==> config.mk <==
export PLATFORM = sky130hd
export DESIGN_NAME = display_scan
export DESIGN_NICKNAME = d
export VERILOG_FILES = /design/src/rtl/display_scan.sv
export SDC_FILE = /design/constraint.sdc
export NUM_CORES = 1
export LEC_CHECK = 0
export BUFFER_PORTS_ARGS = -buffer_cell sky130_fd_sc_hd__buf_4
export CAP_MARGIN = 20
export CORE_ASPECT_RATIO = 1.25
export CORE_MARGIN = 2
export CORE_UTILIZATION = 50
export DETAILED_ROUTE_END_ITERATION = 8
export PLACE_DENSITY = 0.76
export REMOVE_ABC_BUFFERS = 1
export SYNTH_ARGS = -nofsm -noshare
export SYNTH_HDL_FRONTEND = slang
export SYNTH_SLANG_ARGS = --single-unit
==> constraint.sdc <==
create_clock -name iClk -period 3.1 [get_ports iClk]
set_clock_uncertainty 0.05 [all_clocks]
set_input_delay 0.31 -clock iClk [delete_from_list [all_inputs] [get_ports iClk]]
set_output_delay 0.31 -clock iClk [all_outputs]
set_load 0.1 [all_outputs]
==> src/rtl/display_scan.sv <==
// Multiplexed 8-digit display scanner with a write-back digit buffer and an inter-slot blanking gap.
// Define DISPLAY_SCAN_BLANK_EN to enable leading-zero suppression of the shown code.
module display_scan #(
  parameter int CLK_DIV    = 50000,
  parameter int GAP_CYCLES = 16
) (
  input  logic       iClk,
  input  logic       iRst,
  input  logic       iWrEn,
  input  logic [2:0] iWrAddr,
  input  logic [3:0] iWrData,
  input  logic       iClr,
  output logic [3:0] oDigit,
  output logic [7:0] oAnode,
  output logic       oFrame
);

  localparam int CNT_W = $clog2(CLK_DIV);
  localparam logic [CNT_W-1:0] CNT_LAST = CNT_W'(CLK_DIV - 1);
  // One extra bit so that a zero-length gap (SHOW_LEN == CLK_DIV) still fits.
  localparam logic [CNT_W:0] SHOW_LEN = (CNT_W + 1)'(CLK_DIV - GAP_CYCLES);

  localparam logic [0:0] ST_SHOW = 1'b0;
  localparam logic [0:0] ST_GAP  = 1'b1;

  logic [CNT_W-1:0] cnt;
  logic [2:0]       idx;
  logic             wrapped;
  logic [7:0][3:0]  dbuf;
  logic             wr_vld_p0;
  logic [2:0]       wr_addr_p0;
  logic [3:0]       wr_data_p0;
  logic [0:0]       state;
  logic [3:0]       disp_code;

`ifdef DISPLAY_SCAN_BLANK_EN
  function automatic logic [3:0] blank_lead(input logic [7:0][3:0] b, input logic [2:0] sel);
    logic lead;
    lead = 1'b1;
    for (int j = 1; j < 8; j++) begin
      if (j > int'(sel) && b[j] != 4'h0 && b[j] != 4'hF) lead = 1'b0;
    end
    return (sel != 3'd0 && b[sel] == 4'h0 && lead) ? 4'hF : b[sel];
  endfunction
`endif

  always_comb begin
    state = ({1'b0, cnt} < SHOW_LEN) ? ST_SHOW : ST_GAP;
  end

  always_comb begin
`ifdef DISPLAY_SCAN_BLANK_EN
    disp_code = blank_lead(dbuf, idx);
`else
    disp_code = dbuf[idx];
`endif
  end

  // Stage p0: write request captured, committed to the buffer one edge later
  always_ff @(posedge iClk) begin
    wr_addr_p0 <= iWrAddr;
    wr_data_p0 <= iWrData;
  end

  always_ff @(posedge iClk) begin
    if (iRst) begin
      cnt       <= '0;
      idx       <= 3'd0;
      wrapped   <= 1'b0;
      wr_vld_p0 <= 1'b0;
      dbuf      <= {8{4'hF}};
      oAnode    <= 8'hFF;
      oDigit    <= 4'hF;
      oFrame    <= 1'b0;
    end else begin
      if (cnt == CNT_LAST) begin
        cnt <= '0;
        idx <= idx + 3'd1;
        if (idx == 3'd7) wrapped <= 1'b1;
      end else begin
        cnt <= cnt + CNT_W'(1);
      end

      // A clear wins over both the incoming and the already-captured write.
      wr_vld_p0 <= iWrEn & ~iClr;
      if (iClr) begin
        dbuf <= {8{4'hF}};
      end else if (wr_vld_p0) begin
        dbuf[wr_addr_p0] <= wr_data_p0;
      end

      if (state == ST_SHOW) begin
        oAnode <= ~(8'h01 << idx);
        oDigit <= disp_code;
      end else begin
        oAnode <= 8'hFF;
        oDigit <= 4'hF;
      end
      oFrame <= wrapped && (cnt == '0) && (idx == 3'd0);
    end
  end

endmodule

## Word level (Yosys, flattened, before mapping)

Cells that the tools add are included.

- Add/sub/neg operators: 2
- Reduce and logical (&&, ||, !) cells: 9
- Shift operators: 1
- $lt $le $gt $ge: 4
- Equality and inequality tests: 2
- Muxes and demuxes: 5
- Bitwise operators: 4

Operators by type and width:

| operator | number |
|---|---|
| bitwise mux 32 bit | 1 |
| adder 16 x 1 -> 16 bit, second input constant | 1 |
| equality test 16 bit, second input constant | 1 |
| zero test 16 bit | 1 |
| less-than comparator 16 bit, second input constant | 1 |
| binary-select mux 4 bit (select 3 bit) | 1 |
| demux 4 bit (select 3 bit) | 1 |
| less-than comparator 3 x 4 -> 1 bit, second input constant | 2 |
| 2-to-1 mux 4 bit | 2 |
| inverter 8 bit | 1 |
| left shift 1 x 3 -> 8 bit, first input constant | 1 |
| OR reduction 2 bit | 3 |
| adder 3 x 1 -> 3 bit, second input constant | 1 |
| equality test 3 bit, second input constant | 1 |
| >= comparator 3 x 1 -> 1 bit, second input constant | 1 |
| logical AND 1 bit | 3 |
| zero test 3 bit | 1 |
| inverter 1 bit | 2 |
| AND reduction 2 bit | 1 |
| bitwise AND 1 bit | 1 |

- Word-level logic and storage cells: 44
- Register bits after elaboration: 73
- Input port bits: 11
- Output and inout port bits: 13

## Longest topological paths before layout

- Word-level depth: 5
- Mapped depth: 7
- Depth with buffers taken out: 5

## Worst setup path before layout

Ideal clock, no wire load.

- Path type: reg-to-reg
- Start point: register cnt[11]
- End point: register cnt[10]
- Period minus slack after synthesis: 1886 ps
- Arrival time: 1721 ps
- Stages on the path, launching flop included: 7
- Path buffers: 2
- Setup slack: 1214 ps
- Library setup time: 115 ps
- Cells stage by stage: dfxtp_1 -> or4_4 -> nor4_4 -> or2_1 -> buf_6 -> buf_12 -> nor2_2

- Cells in the longest elaborated chain, start to end: 2

Ends and longest elaborated chain:

| what | line | RTL |
|---|---|---|
| start, declared | 26 | `logic [CNT_W-1:0] cnt;` |
| start signal, assigned | 81 | `cnt <= cnt + CNT_W'(1);` |
| equality test 16 bit | 76 | `if (cnt == CNT_LAST) begin` |
| OR reduction 2 bit (no source line) | -- |  |

Every way passes these cells.
A chain may end at the register's enable or synchronous reset.

## Final worst setup path

- Start point: register cnt[13]
- End point: register cnt[5]

Same word-level chain as after synthesis.

==> metrics <==
status completed; Post-synth EDFFs 0; I/O Buffers 23; row count 31; post-CTS resize count 0; synthesized area 0.002950 sq mm; Hold WS 0.02336 ns; DRC viols 0; initial antenna violation count 0; pin count of the biggest net entering global routing 34; total routed wirelength 5414 microns; Reg clk slew, reported paths 0.07 ns; GRT busiest layer met2; Core Area 0.005741 sq mm; Area growth, synth to finish 13.57%; Final HPWL DP 3730 microns; #FFs+latches synth 73; Longest Clk Path Bufs 2; Psw 370.3 uW; CTS Buf Count 9; I/O pin cnt 24; GR Overflow Total 0; All-Layer GR Usage 18.27%; Max Slew Vio Count 0; RSZ-0062 raised after global routing false; grt met3 use 4.821%; DIE HEIGHT 89.89 microns; Final Net Count 331; Mapped Cells 287; setup TNS 0 ns; Pint 1.281 mW; share of layout cells above drive strength 1 18.67%; Clock Sinks 73; top cells by count, synth 73 x dfxtp_1, 46 x nand2_1, 33 x mux2i_1, 17 x nor2_1, 16 x nand3_1; register area share after synthesis 49.53%; reg2reg path depth 4; Net Sw Frac 22.42%; Vias/cell 5.484; Netlist cell types 35; met2 Resource Use GR 28.48%; M1 GR Usage 22.24%; CP endpoint kind flip-flop; clk root buf clkbuf_8; sequential share of power 58.3%; Pwr Density 492.8 mW/mm^2; Ys Warns 0; FMAX 0.4322 GHz; critical path type flip-flop to flip-flop; Min-Delay Path Depth 1; Antenna Cells 0; worst-skew pair later-pin latency 0.34 ns; Top FF cell, synth dfxtp_1; async set or reset register ratio after synthesis 0%; placed cells 362; WL/cell 14.17 microns; chip width 72.71 microns; top cells by area, synth dfxtp_1 50%, mux2i_1 11%, mux4_2 6.1%; Die ar. 0.006535 sq mm; H-tree levels 3; global placer's final weighted congestion 0.8215; Critical Path Start Type flip-flop; most frequent cell after synthesis dfxtp_1; min-delay worst type primary input to flip-flop; Initial Util 51.39%; Initial DRT Pass Iterations 5; Yosys top cell area share 49.53%; Leak 1.243 nW; Peak VDD IR 0.3818 mV; routed vias 2095; post-route core utilization 58.37%; Max FO, Critical Path 15; Final Hold Viols 0; Tcrit/Tclk final 74.64%; Max-Cap Viols 0; Worst Max-Slew Pin Slew 0.8411 ns; Tmin final 2.314 ns; CTS tree built; DRT iter0 DRCs 118; Finished Layout Cells 382; WP data required 3.25 ns; mean post-synth cell area 10.28 sq um; dominant cell type by area after synthesis dfxtp_1; # setup viols final 0; first-pass GRT wire length 9087 microns; Logic pwr share 3.6%; Clock Power Share 38.0%; Antenna Nets Post-Route 0; CP arrival 2.46 ns; Slew HR 43.80%; vias in the first global route 1945
==> flip-flops by register name, summed over array words and instances, names as in the netlist <==
register	cells
cnt	16
dbuf	32
idx	3
oAnode	8
oDigit	4
oFrame	1
wr_addr_p0	3
wr_data_p0	4
wr_vld_p0	1
wrapped	1
==> critical path, cell delays in order (launching register included) <==
cell,delay [ns]
dfxtp_1,0.35
or4_4,0.58
nor4_4,0.46
or2_1,0.63
nor2_1,0.11
==> cell families after synthesis <==
group	count (synthesis)	synth area share, %
AO/OA/AOI/OAI	4	0.8907
XOR/XNOR	15	4.453
adder cells (fa/ha/maj)	8	3.393
buffers and inverters	25	4.029
flip-flops	73	49.53
multiplexers	41	17.30
AND/OR/NAND/NOR	121	20.40
==> power by group through the flow <==
stage	Clock [mW]	Combinational [mW]	Sequential (mW)
2_1_floorplan	0	0.0278	0.986
3_3_place_gp	0	0.0542	0.984
3_5_place_dp	0	0.0546	0.985
4_1_cts	0.646	0.0549	0.963
5_1_grt	0.692	0.0656	0.965
6_report	0.628	0.0599	0.963
==> metrics by stage <==
step	instance area (sq um)	worst slack [ns]	total power, mW
6_report	3351	0.7863	1.651
5_1_grt	3351	0.6599	1.723
4_1_cts	3301	0.7985	1.664
3_5_place_dp	3138	0.8127	1.039
3_3_place_gp	3138	0.8382	1.039
2_1_floorplan	2865	1.035	1.014
==> area by class of cell <==
| type | instances | area [sq um] |
|---|---|---|
| clock buffers | 12 | 145.1 |
| clock inverters | 3 | 17.52 |
| fillers | 473 | 2390 |
| inverters | 9 | 33.78 |
| multi-input cells | 189 | 1373 |
| flip-flops and latches | 73 | 1461 |
| well taps | 66 | 82.58 |
| repair buffers | 30 | 237.7 |
==> routing by layer <==
metal | routed length [microns] | part of all wire, %
met1 | 2353 | 43
met3 | 240 | 4.4
met5 | 0 | 0
met4 | 126 | 2.3
met2 | 2693 | 50
==> path summary, 6_finish.rpt <==
path | startpoint | endpoint | slack (ns)
setup / recovery | cnt[13]$_SDFF_PP0_ | cnt[5]$_SDFF_PP0_ | 0.79
hold / removal | iWrData[0] | wr_data_p0[0]$_DFF_P_ | 0.02
setup reg to reg | cnt[13]$_SDFF_PP0_ | cnt[5]$_SDFF_PP0_ | 0.79
hold reg to reg | dbuf[4]$_SDFFE_PP1P_ | dbuf[4]$_SDFFE_PP1P_ | 0.42
==> repair_timing <==
action	CTS	global route
hold endpoints to repair	0	5
buffers inserted	0	0
hold buffers	0	5
==> cell usage in the layout (no fill, tap or decap) <==
master,Yosys,layout
and4_1,1,1
nor2_2,10,11
nor4b_1,1,1
clkbuf_8,0,10
dlygate4sd3_1,0,5
nand2_1,46,46
o21bai_1,1,1
inv_1,8,8
clkinv_1,1,1
a211oi_1,1,1
clkinvlp_4,0,1
clkinv_2,0,2
xor2_1,3,3
a21oi_1,1,1
nand2b_1,2,2
and2_1,1,1
mux2i_1,33,33
nand4_1,9,9
nor2b_1,1,1
or4_1,1,1
ha_1,8,8
clkbuf_1,13,2
nor2_1,17,16
nand3_1,16,16
a31oi_1,1,1
dfxtp_1,73,73
or4_4,1,1
xnor2_1,12,12
nor3_1,5,5
nor3b_1,1,1
mux4_2,8,8
nand3b_1,1,1
buf_4,0,25
nor4_4,1,1
or2_1,1,1
nor4_1,5,5
or3_1,1,1
(Power assumes the default switching activity.)
